File: src/rtl/mem_port_arbiter.sv
// mem_port_arbiter: shares one multi-cycle memory between the instruction-fetch
// (IF) and data (DM) ports of the CPU. It allows one transaction in flight and
// uses round-robin arbitration. A watchdog aborts any access that hangs.
//
//   state | meaning
//   IDLE  | no transaction; arbitrate and latch the winning request
//   ISSUE | drive MemRead/MemWrite until the memory reports STALL
//   WAIT  | strobes low; wait for the memory to return to FREE
//   DONE  | ack the owner for one cycle and record it as last grant
`timescale 1ns/1ps
module mem_port_arbiter #(
   parameter int TIMEOUT = 16,
   parameter int AW      = 32,
   parameter int DW      = 32
) (
   input  logic          clk,
   input  logic          rst,
   input  logic          i_if_req,
   input  logic [AW-1:0] i_if_addr,
   output logic          o_if_ack,
   output logic [DW-1:0] o_if_rdata,
   output logic          o_if_stall,
   input  logic          i_dm_req,
   input  logic          i_dm_we,
   input  logic [AW-1:0] i_dm_addr,
   input  logic [DW-1:0] i_dm_wdata,
   output logic          o_dm_ack,
   output logic [DW-1:0] o_dm_rdata,
   output logic          o_dm_stall,
   output logic          o_mem_read,
   output logic          o_mem_write,
   output logic [AW-1:0] o_mem_addr,
   output logic [DW-1:0] o_mem_wd,
   input  logic [DW-1:0] i_mem_rd,
   input  logic [2:0]    i_mem_state,
   output logic          o_timeout
);

   localparam logic [1:0] S_IDLE  = 2'd0;
   localparam logic [1:0] S_ISSUE = 2'd1;
   localparam logic [1:0] S_WAIT  = 2'd2;
   localparam logic [1:0] S_DONE  = 2'd3;

   localparam logic [2:0] MEM_FREE  = 3'b000;
   localparam logic [2:0] MEM_STALL = 3'b111;

   localparam logic PORT_IF = 1'b0;
   localparam logic PORT_DM = 1'b1;

   localparam int             CW       = $clog2(TIMEOUT);
   localparam logic [CW-1:0]  CNT_LOAD = CW'(TIMEOUT - 1);

   logic [1:0]    r_state;
   logic          r_owner;
   logic          r_last_grant;
   logic          r_we;
   logic [AW-1:0] r_mem_addr;
   logic [DW-1:0] r_mem_wd;
   logic [DW-1:0] r_if_rdata;
   logic [DW-1:0] r_dm_rdata;
   logic [CW-1:0] r_cnt;
   logic          r_timeout;

   logic w_any_req;
   logic w_grant_dm;
   logic w_busy;
   logic w_complete;
   logic w_expire;

   // Arbitration: a lone request wins; on a tie the port that did not win last time wins.
   assign w_any_req  = i_if_req | i_dm_req;
   assign w_grant_dm = i_dm_req & (~i_if_req | (r_last_grant == PORT_IF));

   // The watchdog counts down over ISSUE and WAIT. A completion in the same cycle
   // as the terminal count takes priority over the abort.
   assign w_busy     = (r_state == S_ISSUE) | (r_state == S_WAIT);
   assign w_complete = (r_state == S_WAIT) & (i_mem_state == MEM_FREE);
   assign w_expire   = w_busy & (r_cnt == '0) & ~w_complete;

   // Transaction sequencing, data capture and watchdog.
   // An abort also goes through DONE, so the owner gets the same one-cycle ack
   // and last_grant is updated in one place.
   always_ff @(posedge clk) begin
      if (rst) begin
         r_state      <= S_IDLE;
         r_owner      <= PORT_IF;
         r_last_grant <= PORT_DM;
         r_we         <= 1'b0;
         r_mem_addr   <= '0;
         r_mem_wd     <= '0;
         r_if_rdata   <= '0;
         r_dm_rdata   <= '0;
         r_cnt        <= '0;
         r_timeout    <= 1'b0;
      end else if (w_expire) begin
         r_timeout <= 1'b1;
         if (r_owner == PORT_DM) r_dm_rdata <= '0;
         else                    r_if_rdata <= '0;
         r_state <= S_DONE;
      end else begin
         case (r_state)
            S_IDLE: begin
               if (w_any_req) begin
                  r_owner    <= w_grant_dm;
                  r_we       <= w_grant_dm & i_dm_we;
                  r_mem_addr <= w_grant_dm ? i_dm_addr : i_if_addr;
                  r_mem_wd   <= w_grant_dm ? i_dm_wdata : '0;
                  r_cnt      <= CNT_LOAD;
                  r_state    <= S_ISSUE;
               end
            end
            S_ISSUE: begin
               r_cnt <= r_cnt - 1'b1;
               if (i_mem_state == MEM_STALL) r_state <= S_WAIT;
            end
            S_WAIT: begin
               if (w_complete) begin
                  if (!r_we) begin
                     if (r_owner == PORT_DM) r_dm_rdata <= i_mem_rd;
                     else                    r_if_rdata <= i_mem_rd;
                  end
                  r_state <= S_DONE;
               end else begin
                  r_cnt <= r_cnt - 1'b1;
               end
            end
            default: begin
               r_last_grant <= r_owner;
               r_state      <= S_IDLE;
            end
         endcase
      end
   end

   // The strobes drop as soon as the memory reports STALL, so the memory sees a one-cycle launch.
   always_comb begin
      o_mem_read  = (r_state == S_ISSUE) & ~r_we & (i_mem_state != MEM_STALL);
      o_mem_write = (r_state == S_ISSUE) &  r_we & (i_mem_state != MEM_STALL);
      o_if_ack    = (r_state == S_DONE) & (r_owner == PORT_IF);
      o_dm_ack    = (r_state == S_DONE) & (r_owner == PORT_DM);
      o_if_stall  = i_if_req & ~o_if_ack;
      o_dm_stall  = i_dm_req & ~o_dm_ack;
   end

   assign o_mem_addr = r_mem_addr;
   assign o_mem_wd   = r_mem_wd;
   assign o_if_rdata = r_if_rdata;
   assign o_dm_rdata = r_dm_rdata;
   assign o_timeout  = r_timeout;

endmodule

File: config.mk
export PLATFORM = sky130hd
export DESIGN_NAME = mem_port_arbiter
export DESIGN_NICKNAME = d
export VERILOG_FILES = /design/src/rtl/mem_port_arbiter.sv
export SDC_FILE = /design/constraint.sdc
export NUM_CORES = 1
export LEC_CHECK = 0
export ABC_AREA = 1
export BUFFER_PORTS_ARGS = -buffer_cell sky130_fd_sc_hd__buf_4
export CAP_MARGIN = 20
export CORE_AREA = 2 2 115 117
export CTS_BUF_LIST = sky130_fd_sc_hd__clkbuf_4 sky130_fd_sc_hd__clkbuf_8 sky130_fd_sc_hd__clkbuf_16
export CTS_CLUSTER_DIAMETER = 50
export DETAILED_ROUTE_END_ITERATION = 8
export DIE_AREA = 0 0 117 119
export GPL_TIMING_DRIVEN = 0
export PLACE_DENSITY = 0.83
export SETUP_SLACK_MARGIN = 0.4
export SLEW_MARGIN = 20
export SYNTH_ARGS = -nofsm -noshare
export SYNTH_HDL_FRONTEND = slang
export SYNTH_SLANG_ARGS = --single-unit
File: constraint.sdc
create_clock -name clk -period 5.92 [get_ports clk]
set_clock_uncertainty 0.2 [all_clocks]
set_input_delay 0.888 -clock clk [delete_from_list [all_inputs] [get_ports clk]]
set_output_delay 0.888 -clock clk [all_outputs]
set_load 0.005 [all_outputs]
==> results.ini, run 1 <==
[global_routing]
grt_max_degree = 17
grtUsageTotal_pct = 27.75
antenna_found_initial = 0
grt_pass1_vias = 6396
grt_pass1_wl_mm = 30.24
globalRouteOverflowTotal = 0

[layout]
antenna-diode-count = 0
postLayoutCellArea_um2 = 9072
area_delta_synth_final_pct = 45.34
fin_util_pct = 70.47
nets = 1354
final_cell_count_no_fill = 1400
drive_gt1_share_pct = 29.25

[synth]
netlist-cell-type-count = 25
yosysWarningCount = 0
netlist_instances = 923
synth_area_um2 = 6242
syn_avg_cell_area_um2 = 6.763
yosysSeqAreaShare_pct = 44.26
synth-seq-cells = 138
synth_nets = 1065

[worst_setup_path]
critPathKind = in -> out
worstPathCellList = buf_4, nand3_1, nand2_1, or2_2, inv_1, buf_4
crit_fanout = 2
crit_path_top_delay_cell = or2_2
cp-start-kind = primary input
required_ps = 4830
cp-end-kind = primary output
cp.arrival_ps = 1610
max_stage_delay_ps = 270
crit_path_frequent_cell = buf_4

[sta]
setup-violations-final = 0
hold_viol = 0
finalSetupTns_ps = 0
max_slew_margin_pct = 65.15
layout_min_cycle_time_ps = 2694
slew_violations = 0
fmax_mhz = 371.2
finalCritPeriodShare_pct = 45.51
rsz0062_at_grt = false
tightest_slew_ps = 522.8

[route]
via_per_inst = 4.859
drcViolationCount = 0
ant_nets = 0
wl_mm = 19.29
post_drt_wl_per_cell_um = 13.78
drt_iter0_markers = 409
first_pass_iters = 7
vias = 6802

[clocking]
cts.sinks = 138
insertion_delay_ps = 420
ctsResizeCount = 0
clock_path_buffers = 2
cts.hold.buffers_added = 0
cts_tree = yes
cts_max_level = 4
cts_setup_buffers = 0
cts-root-buf = clkbuf_16
path_clk_slew_ps = 50
numCtsBuffers = 17

[pwr]
ir_worst_vdd_mv = 0.2738
p_per_area_nw_per_um2 = 420.6
p_leak_nw = 4.547

[floorplanning]
die_area_um2 = 13920
pin_count = 271
start_util_pct = 48.48
core_area_um2 = 12870
die_h_um = 119
rows = 42
die_x_um = 117

[run]
maxCapViolCount = 0

[place]
post-place-cells = 1369
dp_hpwl_mm = 14.62
port_buffers = 270
placed_cell_area_um2 = 8489
gp_congestion = 0.8761

[hold_path]
min_path_type = reg -> reg

[status]
outcome = finished, final reports clean

state kept, by name, summed over array words and instances (netlist names):
| register | flops |
|---|---|
| r_we | 1 |
| r_state | 2 |
| o_if_rdata | 32 |
| r_last_grant | 1 |
| o_timeout | 1 |
| o_mem_addr | 32 |
| o_dm_rdata | 32 |
| r_owner | 1 |
| r_cnt | 4 |
| o_mem_wd | 32 |
final timing paths:
kind,from,to,slack [ps],cells past startpoint
worst max-delay path,i_mem_state[2],o_mem_read,3230,6
worst min-delay path,o_timeout,o_timeout,250,2
worst max register to register,r_state[0],o_mem_wd[2],3670,10
worst min register to register,o_timeout,o_timeout,250,2
stage by stage:
| stage | hold WS [ps] | power (mW) | worst slack (ps) |
|---|---|---|---|
| 3_3_place_gp | 245.1 | 2.748 | 3232 |
| 2_1_floorplan | 246.6 | 2.148 | 3490 |
| 4_1_cts | 254.7 | 3.829 | 3218 |
| 3_5_place_dp | 246.0 | 2.782 | 3220 |
| 6_report | 250.7 | 3.816 | 3226 |
| 5_1_grt | 275.4 | 4.075 | 3166 |
Yosys cell counts, drive strengths merged:
library cell / n / area, um2
xor2: 1 / 8.760
or2: 1 / 6.260
nand2: 328 / 1241
nor2: 149 / 585.6
a21oi: 87 / 476.7
o21ai: 37 / 185.2
o211ai: 1 / 7.510
nand3: 9 / 50.05
nand4: 33 / 206.5
dfxtp: 138 / 2763
buf: 37 / 276.5
inv: 69 / 259.0
ha: 6 / 75.07
clkbuf: 27 / 101.4
area by class of cell:
| type | count | area (um2) |
|---|---|---|
| inverter | 69 | 259.0 |
| sequential | 138 | 2763 |
| fill | 1119 | 3802 |
| multi-input combinational | 652 | 2843 |
| buffer | 64 | 377.9 |
| clock buffer | 23 | 489.2 |
| timing repair buffer | 270 | 2027 |
| tap | 176 | 220.2 |
| clock inverter | 8 | 93.84 |
report_power, final:
part / internal [mW] / switching [mW]
clock network: 0.661 / 0.384
registers: 1.15 / 0.131
logic: 0.662 / 0.826
worst max-delay path, delay by kind of cell:
kind	cells	cell delay, ps
and+or+nand+nor	3	450
buffers and inverters	3	270
cell usage in the layout, fill, tap and decap left out, types with 2 or more instances in the layout:
master     count
dfxtp_1      138
a21oi_2       11
clkbuf_16     17
ha_1           6
a21oi_1       76
nor2_1       146
nand2_1      326
inv_1         67
clkinv_2       5
buf_6         11
bufinv_16      2
buf_4        279
clkbuf_1      27
buf_2         17
o21ai_0       31
o21ai_1        6
nand4_1       33
inv_2          2
clkbuf_4       3
clkbuf_8       3
nand3_1        8
cell families after synthesis:
| logic type | synth area share [%] |
|---|---|
| buf+inv | 10.20 |
| compound gates | 10.72 |
| fa+ha+maj | 1.203 |
| simple gates | 33.47 |
| flops | 44.26 |
| xor+xnor | 0.1403 |
per-layer routing:
layer | GRT usage (%) | wire [um] | share of wire, %
met5 | 0 | 0 | 0
met4 | 12.87 | 652 | 3.4
met3 | 7.990 | 1562 | 8.1
met2 | 47.43 | 9495 | 49
met1 | 31.48 | 7577 | 39
Note: power is estimated with default switching activity, not from simulation.
==> run 2: changes to the inputs <==
--- a/config.mk
+++ b/config.mk
@@ -8,13 +8,13 @@
 export ABC_AREA = 1
 export BUFFER_PORTS_ARGS = -buffer_cell sky130_fd_sc_hd__buf_4
 export CAP_MARGIN = 20
-export CORE_AREA = 2 2 115 117
+export CORE_AREA = 2 2 118 120
 export CTS_BUF_LIST = sky130_fd_sc_hd__clkbuf_4 sky130_fd_sc_hd__clkbuf_8 sky130_fd_sc_hd__clkbuf_16
 export CTS_CLUSTER_DIAMETER = 50
 export DETAILED_ROUTE_END_ITERATION = 8
-export DIE_AREA = 0 0 117 119
+export DIE_AREA = 0 0 120 122
 export GPL_TIMING_DRIVEN = 0
-export PLACE_DENSITY = 0.83
+export PLACE_DENSITY = 0.79
 export SETUP_SLACK_MARGIN = 0.4
 export SLEW_MARGIN = 20
 export SYNTH_ARGS = -nofsm -noshare
==> constraint.sdc (replaced) <==
create_clock -name clk -period 2.72 [get_ports clk]
set_clock_uncertainty 0.2 [all_clocks]
set_input_delay 0.408 -clock clk [delete_from_list [all_inputs] [get_ports clk]]
set_output_delay 0.408 -clock clk [all_outputs]
set_load 0.005 [all_outputs]
==> run 2 against run 1 <==
Compared with the run above: clock power increased by 130%; largest cell class unchanged; via count decreased by 1.4%; sequential share of layout area decreased by 0.16 points; first-iteration DRC count decreased by 3.4%.
==> results.ini, run 2 (same netlist as run 1, synthesis figures left out) <==
[worst_setup_path]
r2r_cells = 11
crit_buf_inv = 4
worstPathCellList = inv_1, ha_2, inv_2, nor2_1, nand2_1, nand2_2, nand3_2, buf_4, buf_6, a21oi_2, nor2_1
max_stage_delay_ps = 370
cp-end-kind = register
reg2reg_setup_slack_ps = 600
r2r-end = o_dm_rdata[26]
r2r-start = r_state[0]
crit_fanout = 10
cp.arrival_ps = 2230
crit_path_frequent_cell = nor2_1
crit_path_top_delay_cell = ha_2
critPathKind = reg -> reg
cp-start-kind = register
critical_path.top_delay_family = buffers and inverters
required_ps = 2830

[run]
maxCapViolCount = 0

[clocking]
clock_path_buffers = 2
numCtsBuffers = 17
cts_setup_buffers = 0
cts_max_level = 4
path_clk_slew_ps = 60
ctsResizeCount = 0
cts-root-buf = clkbuf_16
cts.hold.buffers_added = 0
insertion_delay_ps = 420
cts_tree = yes
cts.sinks = 138

[floorplanning]
die_area_um2 = 14640
die_h_um = 122
pin_count = 271
rows = 43
start_util_pct = 46.22
core_area_um2 = 13500
die_x_um = 120

[layout]
fin_util_pct = 67.61
nets = 1354
regArea_um2 = 2765
area_delta_synth_final_pct = 46.26
antenna-diode-count = 0
fillerInstances = 1231
mostFrequentLayoutCell = nand2_1
drive_gt1_share_pct = 29.55
final_cell_mix = 326 x nand2_1, 278 x buf_4, 146 x nor2_1, 136 x dfxtp_1, 76 x a21oi_1
multi_input_area_um2 = 2845

[sta]
timing.hold.ws_ps = 22.49
setup-violations-final = 0
hold_viol = 0
fin_ws_ps = 596.9
layout_min_cycle_time_ps = 2123
finalCritPeriodShare_pct = 78.06
slew_violations = 0
finalSetupTns_ps = 0
fmax_mhz = 471.0
max_slew_margin_pct = 59.97
rsz0062_at_grt = false
tightest_slew_ps = 600.4

[global_routing]
grt_max_degree = 17
met2_usage_pct = 45.88
grt_pass1_vias = 6190
antenna_found_initial = 0
grtUsageMet1_pct = 29.99
grt_pass1_wl_mm = 30.08
met3_usage_pct = 7.116
grt_most_used_layer = met2
grtUsageTotal_pct = 26.08
globalRouteOverflowTotal = 0

[status]
outcome = finished, final reports clean

[pwr]
ir_worst_vdd_mv = 0.5742
clkPwrFrac_pct = 28.8
p_sw_mw = 2.967
seq_power_share_pct = 32.9
internal-power_mw = 5.495
switching_share_pct = 35.06
p_leak_nw = 4.555
comb_power_share_pct = 38.3
p_per_area_nw_per_um2 = 926.8

[place]
port_buffers = 270
gp_congestion = 0.8444
post-place-ws_ps = 531.7
dp_hpwl_mm = 14.62

[route]
post_drt_wl_per_cell_um = 13.74
ant_nets = 0
first_pass_iters = 5
vias = 6705
drcViolationCount = 0
via_per_inst = 4.772
drt_iter0_markers = 395
wl_mm = 19.31

[hold_path]
hold_end = o_dm_rdata[18]
hp-start = i_mem_rd[18]
min_path_cells = 3
min_path_type = in -> reg

## run 2: power groups by stage
stage	sequential [mW]	combinational (mW)	clock, mW
detailed placement	2.82	3.22	0
global route	2.84	3.61	2.55
floorplan	2.82	1.85	0
CTS	2.78	3.24	2.47
finish	2.79	3.24	2.44
global placement	2.80	3.18	0
## run 2: final cells by class
type | instances | area share, %
plain buffers | 64 | 4.207
clock buffers | 17 | 4.659
clock inverters | 15 | 2.179
inverters | 69 | 2.837
multi-input cells | 652 | 31.16
flip-flops and latches | 138 | 30.29
well taps | 180 | 2.467
repair buffers | 270 | 22.20
## run 2: stage by stage
stage                     instances  power [mW]  instance area, um2
after CTS                      1405       8.488                9119
final                          1405       8.462                9130
after global placement         1373       5.985                8494
after floorplan                 923       4.674                6242
after global routing           1405       9.012                9130
after detailed placement       1373       6.042                8494
## run 2: routing by layer
layer	part of all wire [%]	wire [um]
met1	40	7767
met2	50	9580
met3	7.5	1456
met4	2.6	502
met5	0	0
## run 2: worst min-delay path: cells and delay by family
| kind | cells | cell delay [ps] |
|---|---|---|
| and+or+nand+nor | 1 | 70 |
| buffers and inverters | 1 | 90 |
| AOI/OAI and AO/OA | 1 | 40 |
## run 2: worst max path at each step
stage	startpoint	endpoint	slack, ps	depth (start not counted)
final	r_state[0]	o_dm_rdata[26]	600	11
after global routing	r_state[0]	o_if_rdata[21]	440	12
after CTS	r_state[1]	o_dm_rdata[26]	520	11
after detailed placement	r_state[1]	o_dm_rdata[26]	530	11
after global placement	r_state[0]	o_dm_rdata[26]	560	11
after floorplan	r_state[0]	o_dm_rdata[13]	810	11
==> run 3: changes to the inputs <==
--- a/config.mk
+++ b/config.mk
@@ -8,13 +8,13 @@
 export ABC_AREA = 1
 export BUFFER_PORTS_ARGS = -buffer_cell sky130_fd_sc_hd__buf_4
 export CAP_MARGIN = 20
-export CORE_AREA = 2 2 118 120
+export CORE_AREA = 2 2 124 126
 export CTS_BUF_LIST = sky130_fd_sc_hd__clkbuf_4 sky130_fd_sc_hd__clkbuf_8 sky130_fd_sc_hd__clkbuf_16
 export CTS_CLUSTER_DIAMETER = 50
 export DETAILED_ROUTE_END_ITERATION = 8
-export DIE_AREA = 0 0 120 122
+export DIE_AREA = 0 0 126 128
 export GPL_TIMING_DRIVEN = 0
-export PLACE_DENSITY = 0.79
+export PLACE_DENSITY = 0.75
 export SETUP_SLACK_MARGIN = 0.4
 export SLEW_MARGIN = 20
 export SYNTH_ARGS = -nofsm -noshare
==> constraint.sdc (replaced) <==
create_clock -name clk -period 1.85 [get_ports clk]
set_clock_uncertainty 0.2 [all_clocks]
set_input_delay 0.2775 -clock clk [delete_from_list [all_inputs] [get_ports clk]]
set_output_delay 0.2775 -clock clk [all_outputs]
set_load 0.005 [all_outputs]
==> run 3 against run 2 <==
Compared with the run above: the flow now finishes with violations (negative setup slack); sequential power increased by 52%; die area rose by 10%; count of clock-buffer cells in the layout up 5; combinational power increased by 140%; sequential share of layout area down 6.4 points; wire length grew 33%; critical endpoint is now o_dm_rdata[4]; global-route usage up 1.9 points; highest routed layer unchanged; worst setup slack worse by 820 ps; largest cell class is now buffers; fmax is 2.2% higher; first-iteration DRC count increased by 32%.
==> results.ini, run 3 (same netlist as run 1, synthesis figures left out) <==
[worst_setup_path]
critical_path.top_delay_family = simple AND/OR/NAND/NOR gates
required_ps = 2010
crit_fanout = 6
critPathKind = reg -> reg
reg2reg_setup_slack_ps = -230
max_stage_delay_ps = 370
cp-end-kind = register
cp-start-kind = register
crit_buf_inv = 4
crit_path_top_delay_cell = dfxtp_4
cp.arrival_ps = 2230
worstPathCellList = buf_4, ha_4, inv_2, nor2_4, nand2_4, nand2_4, buf_8, bufbuf_16, nand2_2, nand2_1, nand2_1, nor2_1
path_depth = 12
r2r_cells = 12

[clocking]
clock_path_buffers = 2
cts.sinks = 138
cts_max_level = 4
cts_tree = yes
cts-root-buf = clkbuf_16
numCtsBuffers = 17
path_clk_slew_ps = 60
insertion_delay_ps = 420

[sta]
slew_violations = 0
rsz0062_at_grt = true
tightest_slew_ps = 659.4
setup-violations-final = 140
max_slew_margin_pct = 56.04
layout_min_cycle_time_ps = 2077
finalCritPeriodShare_pct = 112.3
fin_ws_ps = -227.0
fmax_mhz = 481.5
hold_viol = 0

[floorplanning]
die_h_um = 128
start_util_pct = 41.99
pin_count = 271
die_x_um = 126
die_area_um2 = 16130
rows = 45
core_area_um2 = 14860

[global_routing]
grt_max_degree = 17
grt_pass1_vias = 7275
grt_pass1_wl_mm = 36.16
grtUsageTotal_pct = 28.00
globalRouteOverflowTotal = 0
antenna_found_initial = 0

[layout]
final_cell_count_no_fill = 1547
antenna-diode-count = 0
drive_gt1_share_pct = 41.21
final_cell_mix = 285 x buf_4, 256 x nand2_1, 135 x nor2_1, 134 x dfxtp_1, 96 x dlygate4sd3_1
mostFrequentLayoutCell = buf_4
area_delta_synth_final_pct = 85.71
fin_util_pct = 77.99
nets = 1488
postLayoutCellArea_um2 = 11590
fillerInstances = 948

[run]
maxCapViolCount = 0

[place]
port_buffers = 270
post-place-cells = 1381
gp_congestion = 0.8517
dp_hpwl_mm = 14.84
placed_cell_area_um2 = 8537

[status]
outcome = complete, but fails checks
violations = negative setup slack

[route]
vias = 7773
drt_iter0_markers = 522
first_pass_iters = 7
drcViolationCount = 0
post_drt_wl_per_cell_um = 16.54
via_per_inst = 5.025
ant_nets = 0
wl_mm = 25.59

[pwr]
p_per_area_nw_per_um2 = 1373
p_leak_nw = 5.526
ir_worst_vdd_mv = 0.7371

[hold_path]
min_path_cells = 5
min_path_type = in -> reg

run 3: worst paths after layout:
check / start / end
worst max-delay path: r_state[1] / o_dm_rdata[4]
worst min-delay path: i_dm_addr[23] / o_mem_addr[23]
worst max register to register: r_state[1] / o_dm_rdata[4]
worst min register to register: o_timeout / o_timeout
run 3: final cells by class:
type,instances,area (um2),area share (%)
Sequential cell,138,2773,23.92
Multi-Input combinational cell,652,3462,29.86
Buffer,64,586.8,5.062
Clock buffer,22,481.7,4.155
Timing Repair Buffer,404,3600,31.05
Clock inverter,10,187.7,1.619
Inverter,69,266.5,2.299
Tap cell,188,235.2,2.029
run 3: routing by layer:
metal	vias up	global-route usage, %	part of all wire, %
met2	404	49.91	52
li1	3726	-	-
met3	90	6.636	8.0
met1	3553	31.97	37
met4	0	12.28	3.7
met5	-	0	0
run 3: where the power goes:
| group | total (mW) | internal [mW] | switching (mW) |
|---|---|---|---|
| clock | 3.87 | 2.53 | 1.33 |
| combinational | 7.82 | 4.01 | 3.81 |
| sequential | 4.23 | 3.70 | 0.527 |
| total | 15.9 | 10.2 | 5.67 |
run 3: tightest hold or removal path, stage by stage:
cell,delay (ps)
buf_4,70
nand2_1,40
nand2_1,70
o21ai_1,50
nor2_1,70
run 3: timing repair:
item	4_1_cts	5_1_grt
endpoints found under the setup margin	144	145
hold buffers	96	0
buffers inserted	14	9
hold endpoints to repair	97	0
gates resized for setup	102	164
pin swaps	6	68
gates cloned	5	10
run 3: metrics by stage:
stage | hold WS (ps) | total power [mW] | setup TNS [ps] | worst slack (ps)
after floorplan | 204.0 | 6.926 | 0 | 62.31
after global placement | 244.0 | 8.903 | -13140 | -151.7
after detailed placement | 252.5 | 8.971 | -14930 | -170.4
after CTS | 0.5455 | 14.18 | -5412 | -95.09
after global routing | 12.78 | 16.65 | -24500 | -299.3
final | 1.081 | 15.92 | -13320 | -227.0
